**src/rtl/cpu_ctrl_pkg.sv**
```systemverilog
// Shared types for the instruction sequencer: FSM states, instruction classes and opcode field positions.
// Pure declarations, no logic, no latency, no flow control.
package cpu_ctrl_pkg;

  typedef enum logic [2:0] {
    S_IDLE,
    S_FETCH,
    S_DECODE,
    S_EXEC,
    S_MEM,
    S_WB,
    S_TRAP
  } seq_state_e;

  typedef enum logic [1:0] {
    CLS_ALU_IMM,
    CLS_LOAD,
    CLS_STORE,
    CLS_UNSUP
  } instr_class_e;

  // instr[6:5] selects the major class, instr[4] splits ALU-immediate from load
  localparam int OPC_MAJ_HI = 6;
  localparam int OPC_MAJ_LO = 5;
  localparam int OPC_LD_BIT = 4;

endpackage

```
**src/rtl/instr_class_dec.sv**
```systemverilog
// Combinational instruction classifier over instr[6:4] (bit order {maj[1:0], ld}).
// Zero latency, no flow control.
module instr_class_dec
  import cpu_ctrl_pkg::*;
(
  input  logic [2:0]   op_i,
  output instr_class_e cls_o
);

  always_comb begin
    cls_o = CLS_UNSUP;
    unique case (op_i[2:1])
      2'b00:   cls_o = op_i[0] ? CLS_LOAD : CLS_ALU_IMM;
      2'b01:   cls_o = CLS_STORE;
      default: cls_o = CLS_UNSUP;
    endcase
  end

endmodule

```
**src/rtl/instr_seq_ctrl.sv**
```systemverilog
// Multi-cycle fetch/decode/exec/mem/wb sequencer; all strobes registered, imem/dmem held until ack.
// Optional SEQ_TRAP_EN: unsupported class parks in TRAP until reset, otherwise it retires as a NOP.
module instr_seq_ctrl
  import cpu_ctrl_pkg::*;
#(
  parameter logic [7:0] PC_RESET = 8'h00
) (
  input  logic        clk,
  input  logic        rst_n,
  input  logic        run,
  output logic        imem_req,
  output logic [7:0]  imem_addr,
  input  logic        imem_ack,
  input  logic [31:0] imem_rdata,
  output logic        dmem_rd,
  output logic        dmem_wr,
  input  logic        dmem_ack,
  output logic [31:0] instr_q,
  output logic        alu_en,
  output logic        reg_we,
  output logic [7:0]  pc,
  output logic        busy,
  output logic        trap
);

  seq_state_e   state_q, state_d;
  logic [7:0]   pc_q, pc_d;
  logic [31:0]  instr_d;
  instr_class_e cls;

  instr_class_dec u_dec (
    .op_i  (instr_q[OPC_MAJ_HI:OPC_LD_BIT]),
    .cls_o (cls)
  );

  assign pc        = pc_q;
  assign imem_addr = pc_q;

  always_comb begin
    state_d = state_q;
    pc_d    = pc_q;
    instr_d = instr_q;
    unique case (state_q)
      S_IDLE:  if (run) state_d = S_FETCH;
      S_FETCH: begin
        if (imem_ack) begin
          instr_d = imem_rdata;
          state_d = S_DECODE;
        end
      end
      S_DECODE: begin
        if (cls == CLS_UNSUP) begin
`ifdef SEQ_TRAP_EN
          state_d = S_TRAP;
`else
          state_d = run ? S_FETCH : S_IDLE;
          pc_d    = pc_q + 8'd1;
`endif
        end else begin
          state_d = S_EXEC;
        end
      end
      S_EXEC:  state_d = (cls == CLS_ALU_IMM) ? S_WB : S_MEM;
      S_MEM: begin
        if (dmem_ack) begin
          if (cls == CLS_STORE) begin
            state_d = run ? S_FETCH : S_IDLE;
            pc_d    = pc_q + 8'd1;
          end else begin
            state_d = S_WB;
          end
        end
      end
      S_WB: begin
        state_d = run ? S_FETCH : S_IDLE;
        pc_d    = pc_q + 8'd1;
      end
      S_TRAP:  state_d = S_TRAP;
      default: state_d = S_IDLE;
    endcase
  end

  // Outputs are registered copies of the decode of state_d, so they line up with state_q.
  always_ff @(posedge clk or negedge rst_n) begin
    if (!rst_n) begin
      state_q  <= S_IDLE;
      pc_q     <= PC_RESET;
      instr_q  <= 32'h0;
      imem_req <= 1'b0;
      dmem_rd  <= 1'b0;
      dmem_wr  <= 1'b0;
      alu_en   <= 1'b0;
      reg_we   <= 1'b0;
      busy     <= 1'b0;
      trap     <= 1'b0;
    end else begin
      state_q  <= state_d;
      pc_q     <= pc_d;
      instr_q  <= instr_d;
      imem_req <= (state_d == S_FETCH);
      dmem_rd  <= (state_d == S_MEM) && (cls == CLS_LOAD);
      dmem_wr  <= (state_d == S_MEM) && (cls == CLS_STORE);
      alu_en   <= (state_d == S_EXEC);
      reg_we   <= (state_d == S_WB);
      busy     <= (state_d != S_IDLE) && (state_d != S_TRAP);
      trap     <= (state_d == S_TRAP);
    end
  end

endmodule

```
**config.mk**
```make
export PLATFORM = sky130hd
export DESIGN_NAME = instr_seq_ctrl
export DESIGN_NICKNAME = d
export VERILOG_FILES = /design/src/rtl/cpu_ctrl_pkg.sv /design/src/rtl/instr_class_dec.sv /design/src/rtl/instr_seq_ctrl.sv
export SDC_FILE = /design/constraint.sdc
export NUM_CORES = 1
export LEC_CHECK = 0
export ABC_AREA = 1
export CORE_UTILIZATION = 47
export CTS_BUF_LIST = sky130_fd_sc_hd__clkbuf_2
export CTS_CLUSTER_SIZE = 16
export DETAILED_ROUTE_END_ITERATION = 8
export PLACE_DENSITY_LB_ADDON = 0.15
export SETUP_SLACK_MARGIN = 0.4
export SLEW_MARGIN = 25
export SYNTH_ARGS = -nofsm -noshare
export SYNTH_HDL_FRONTEND = slang
export SYNTH_SLANG_ARGS = --single-unit
```
**constraint.sdc**
```tcl
create_clock -name clk -period 1.8 [get_ports clk]
set_input_delay 0.45 -clock clk [delete_from_list [all_inputs] [get_ports clk]]
set_output_delay 0.45 -clock clk [all_outputs]
set_load 0.05 [all_outputs]
```
=== Yosys cells after proc, flatten, opt, wreduce, memory -nomap -nowiden ===
Index checks and enable logic that the tools add are counted.

* Memory bits (read-only): 0
* Register bits: 50
* Bits in latches: 0
* Output and inout bits: 55
* Word-level logic and storage cells: 54
* Memory bits (writable): 0
* Bits of input ports: 37
* Memories: 0

* Multiplexer cells: 14
* Eq/ne operators: 19
* $add $sub $neg: 1
* Divide/modulo/power cells: 0
* Magnitude comparators: 0
* Multiply operators: 0
* Bitwise operators: 0
* Shift operators: 0
* Reductions and logical operators: 10

{| class="wikitable"
|+ Operator list
! cell !! number
|-
| $mux 8 || 3
|-
| $pmux 8 s3 || 1
|-
| $pmux 3 s7 || 1
|-
| $eq 3x3->1 const B || 6
|-
| $mux 3 || 4
|-
| $eq 3x2->1 const B || 3
|-
| $add 8x1->8 const B || 1
|-
| $eq 3x1->1 const B || 2
|-
| $ne 2x2->1 const B || 3
|-
| $reduce_bool 3->1 || 2
|-
| $eq 2x1->1 const B || 2
|-
| $eq 2x2->1 const B || 2
|-
| $logic_not 2->1 || 2
|-
| $pmux 2 s2 || 1
|-
| $reduce_and 4->1 || 1
|-
| $logic_and 1x1->1 || 3
|-
| $logic_not 3->1 || 1
|-
| $mux 1 || 3
|-
| $ne 3x3->1 const B || 1
|-
| $mux 2 || 1
|-
| $reduce_and 2->1 || 1
|}

=== Depth between registers and ports, before layout ===
* Depth in word-level cells: 8
* Gate-level depth with buffers: 9
* Mapped depth without buffers: 9

=== Hierarchy ===
A second synthesis with hierarchy kept.

* Cell total of the unflattened synthesis: 195
* Area, all modules: 2327.2 sq um

{| class="wikitable"
|+ By module, submodules not included
! module !! seq. area each (sq um) !! area each (sq um) !! cells each !! instances
|-
| instr_seq_ctrl || 1251.2 || 2308.5 || 190 || 1
|-
| instr_class_dec || 0.0 || 18.8 || 5 || 1
|}

=== Worst setup path after synthesis ===
OpenSTA, ideal clock, no wires.

* Kind: register -> register
* Start point: reg instr_q[5]
* End point: reg pc_q[3], in the netlist imem_addr[3]
* Period minus slack after synthesis: 1543 ps
* Path buffers: 0
* Data arrival time: 1400 ps
* Library setup time: 143 ps
* Cell stages (with the launch flop): 9
* Required time: 1657 ps
* Setup slack: 257 ps
* Path through: dfrtp_1 inv_1 nor2_2 nand2_1 nand2_2 nand3_4 inv_2 nand2_1 xnor2_1

* Word-level cells in the longest chain between the ends: 5
* Elaborated cells on any way between the ends: 8
* Those cells by class: eq/ne (5); mux (1); reduce/logical (2)

{| class="wikitable"
|+ Ends and longest elaborated chain
! element !! RTL line !! source
|-
| start: declaration || instr_seq_ctrl.sv:18 || <nowiki>output logic [31:0] instr_q,</nowiki>
|-
| start signal: assignment || instr_seq_ctrl.sv:99 || <nowiki>instr_q <= instr_d;</nowiki>
|-
| $eq 2x1->1 / $logic_not 2->1 (equally long branches) || instr_class_dec.sv:12 || <nowiki>unique case (op_i[2:1])</nowiki>
|-
| $pmux 2 s2 (*) || instr_class_dec.sv:12 ||
|-
| $eq 2x2->1, on equally long branches || instr_seq_ctrl.sv:66, instr_seq_ctrl.sv:52 ||
|-
| $ne 2x2->1 (no source line) || -- ||
|-
| $reduce_and 4->1 (no source line) (*) || -- ||
|-
| end signal: assignment || instr_seq_ctrl.sv:98 || <nowiki>pc_q <= pc_d;</nowiki>
|-
| end: declaration || instr_seq_ctrl.sv:27 || <nowiki>logic [7:0] pc_q, pc_d;</nowiki>
|}

Mark *: on every way between the ends. The rest lies on a longest branch, timed or not.
A chain may end at the register's enable or synchronous reset.

=== Final worst setup path ===
* Start point: reg instr_q[6]
* End point: reg dmem_rd

* Elaborated cells on any way between the ends: 14
* Those cells by class: eq/ne (5); mux (6); reduce/logical (3)

{| class="wikitable"
|+ RTL lines
! element !! RTL line !! source
|-
| $eq 2x1->1 / $logic_not 2->1 (equally long branches) || instr_class_dec.sv:12 ||
|-
| $pmux 2 s2 (*) || instr_class_dec.sv:12 ||
|-
| $eq 2x2->1 (*) || instr_seq_ctrl.sv:52 || <nowiki>if (cls == CLS_UNSUP) begin</nowiki>
|-
| $mux 2 (*) || instr_seq_ctrl.sv:52 ||
|-
| $pmux 3 s7 (*) || instr_seq_ctrl.sv:43 || <nowiki>unique case (state_q)</nowiki>
|-
| net state_d[1] || instr_seq_ctrl.sv:26 || <nowiki>seq_state_e state_q, state_d;</nowiki>
|-
| $eq 3x3->1 (*) || instr_seq_ctrl.sv:101 || <nowiki>dmem_rd <= (state_d == S_MEM) && (cls == CLS_LOAD);</nowiki>
|-
| $logic_and 1x1->1 (*) || instr_seq_ctrl.sv:101 ||
|-
| end signal: assignment || instr_seq_ctrl.sv:101 ||
|-
| end: declaration || instr_seq_ctrl.sv:15 || <nowiki>output logic dmem_rd,</nowiki>
|}

The timed path passes the listed nets; every way through them passes the cells marked *.

==> flow_metrics.py <==
metrics = {
    "sta": {
        "finalClockSkew_ps": 16.01,
        "setup_viol": 0,
        "min_period_over_period_pct": 86.10,
        "slew_headroom_pct": 82.45,
        "slew_viol_final": 0,
        "fin_setup_tns_ps": 0,
        "fmax_mhz": 645.3,
        "worst_pin_slew_ps": 260.5,
        "rsz0062_at_grt": "yes",
        "holdWs_ps": 491.6,
        "fin_crit_ps": 1550,
        "hold_viol_final": 0,
    },
    "clock_tree": {
        "clk_pin_slew_ps": 240,
        "cts_sinks": 50,
        "tritoncts": "yes",
        "cts_root_buffer": "clkbuf_2",
        "ctsHtreeMaxLevel": 2,
        "clock_path_buffers": 2,
        "worstSkewPairLatency_ps": 420,
        "cts_inserted_buffers": 5,
    },
    "logic_synthesis": {
        "syn-cell-area_um2": 2151,
        "yosysTopAreaCellShare_pct": 58.17,
        "synth_common_cells": "nand2_1, dfrtp_1, inv_1",
        "synth_flop_cell": "dfrtp_1",
        "synthArstFlopShare_pct": 100.0,
        "synth_edf_count": 0,
        "synthTopCellsByArea": "dfrtp_1, nand2_1, buf_4",
        "yosysMostFrequentCell": "nand2_1",
        "syn-num-nets": 286,
        "yosysWarnings": 0,
        "ys_ff_latch": 50,
        "synth.yosys.seq_area_share_pct": 58.17,
        "synth.largest_area_cell": "dfrtp_1",
        "synth_cell_types": 22,
        "syn_inst": 248,
        "synth.avg_cell_area_um2": 8.673,
    },
    "final_layout": {
        "n_fill_cell": 276,
        "top_register": "instr_q",
        "layout.nets": 407,
        "finish.utilization_pct": 82.33,
        "drive_gt1_share_pct": 39.19,
        "antenna_cells": 0,
        "largest_register_ffs": 32,
        "syn_to_final_growth_pct": 67.83,
    },
    "routing": {
        "vias": 2015,
        "drc": 0,
        "wl_mm": 5.511,
        "final_antenna_net_count": 0,
        "drt-initial-drc-count": 123,
        "wire_per_inst_um": 13.06,
        "drt_pre_antenna_iters": 4,
        "vias_per_cell": 4.775,
    },
    "placed_design": {
        "port_buffers": 91,
        "gp_congestion": 0.8761,
        "dp_hpwl_mm": 3.282,
    },
    "power_and_ir_drop": {
        "leakagePower_nw": 1.882,
        "powerDensity_nw_per_um2": 2081,
        "finalPower_mw": 7.511,
        "ir_drop_mv": 1.083,
    },
    "job": {
        "cap_violations": 0,
    },
    "worst_hold_path": {
        "hp-class": "in2async",
    },
    "grt": {
        "grt_pass1_wl_mm": 8.397,
        "overflow": 0,
        "grt_max_degree": 51,
        "antenna_found_initial": 0,
        "grt_pass1_vias": 1869,
        "grt_usage_pct": 21.88,
    },
    "floorplanning": {
        "dieWidth_um": 69.65,
        "io_pins": 92,
        "rows": 24,
        "fp.coreArea_um2": 4384,
        "die_area_um2": 4850,
        "start_util_pct": 49.06,
        "fp.dieH_um": 69.65,
    },
    "critical_path": {
        "cp.arrival_ps": 1930,
        "end_kind": "flop",
        "worstPathRequired_ps": 2180,
        "r2r_cells": 9,
        "crit_type": "reg2reg",
        "path_max_fanout": 3,
        "startpoint_type": "flop",
        "rrSetupSlack_ps": 250,
    },
    "run_status": {
        "status": "finished, final reports clean",
    },
}
==> metal layers <==
metal | wire length [um] | vias up | track usage (%)
li1 | - | 980 | -
met1 | 2320 | 950 | 28.50
met2 | 2769 | 73 | 35.81
met3 | 314 | 12 | 5.814
met4 | 107 | 0 | 6.889
met5 | 0 | - | 0
==> report_power, final <==
group | switching (mW) | total, mW | internal [mW]
Combinational | 3.12 | 5.06 | 1.93
Clock | 0.341 | 0.436 | 0.0956
Sequential | 0.400 | 2.01 | 1.61
==> per-stage QoR <==
| stage | cell area (um2) | setup WS (ps) | std cells |
|---|---|---|---|
| 3_3_place_gp | 2953 | 133.5 | 381 |
| 4_1_cts | 3283 | 245.6 | 404 |
| 6_report | 3610 | 250.2 | 422 |
| 2_1_floorplan | 2162 | 416.5 | 248 |
| 5_1_grt | 3610 | 183.9 | 422 |
| 3_5_place_dp | 2953 | 84.22 | 381 |
==> repair_timing <==
item / in CTS / in global routing
buffers inserted: 14 / 18
gates resized for setup: 47 / 53
setup endpoints to repair: 55 / 80
pin swaps: 0 / 18
endpoints found under the hold margin: 50 / 0
hold buffers: 1 / 0
==> area by class of cell <==
type / count / area, um2 / share of cell area, %
clock buffer: 6 / 30.03 / 0.8319
clock inverter: 2 / 8.758 / 0.2426
inverter: 18 / 72.57 / 2.010
multi-input combinational: 166 / 873.3 / 24.19
sequential: 50 / 1265 / 35.04
tap: 52 / 65.06 / 1.802
timing repair buffer: 128 / 1295 / 35.88
==> layout by cell type (no fill, tap or decap), types with 3 or more instances in the layout <==
master             n
nor2_1             7
o21ai_0            4
nand4_1            3
dfrtp_2           11
dfrtp_1           39
inv_2              4
nor2_4             9
nand3_2            3
buf_4             30
nand3_4            4
buf_6             59
xnor2_1            3
nand2_1          112
nand2_2           10
inv_1             12
clkbuf_2           6
clkdlybuf4s50_1   35
==> critical path: stages, from the launching register on <==
cell     delay, ps
dfrtp_2        430
buf_6           90
buf_6          100
buf_6          100
inv_4           40
o21ai_0        230
nand2_1        120
inv_1          140
nand4_1        140
nor2_1         140
==> kinds of logic (layout without fill, tap and decap cells) <==
kind of cell               count (synthesis)  count (layout)  synth area share (%)
AOI/OAI and AO/OA                          6               6                 1.512
and+or+nand+nor                          153             153                 29.61
xor gates and xnor gates                   6               6                 2.444
buffers and inverters                     32             154                 7.678
adders and majority gates                  1               1                0.5816
DFF                                       50              50                 58.17
==> final timing paths <==
kind	end	from
max	dmem_rd	instr_q[6]
min	reg_we	rst_n
max reg2reg	dmem_rd	instr_q[6]
min reg2reg	instr_q[31]	instr_q[31]
max in group asynchronous	imem_addr[2]	rst_n
min in group clk	instr_q[28]	imem_rdata[28]
Power figures use the tool's default switching activity.
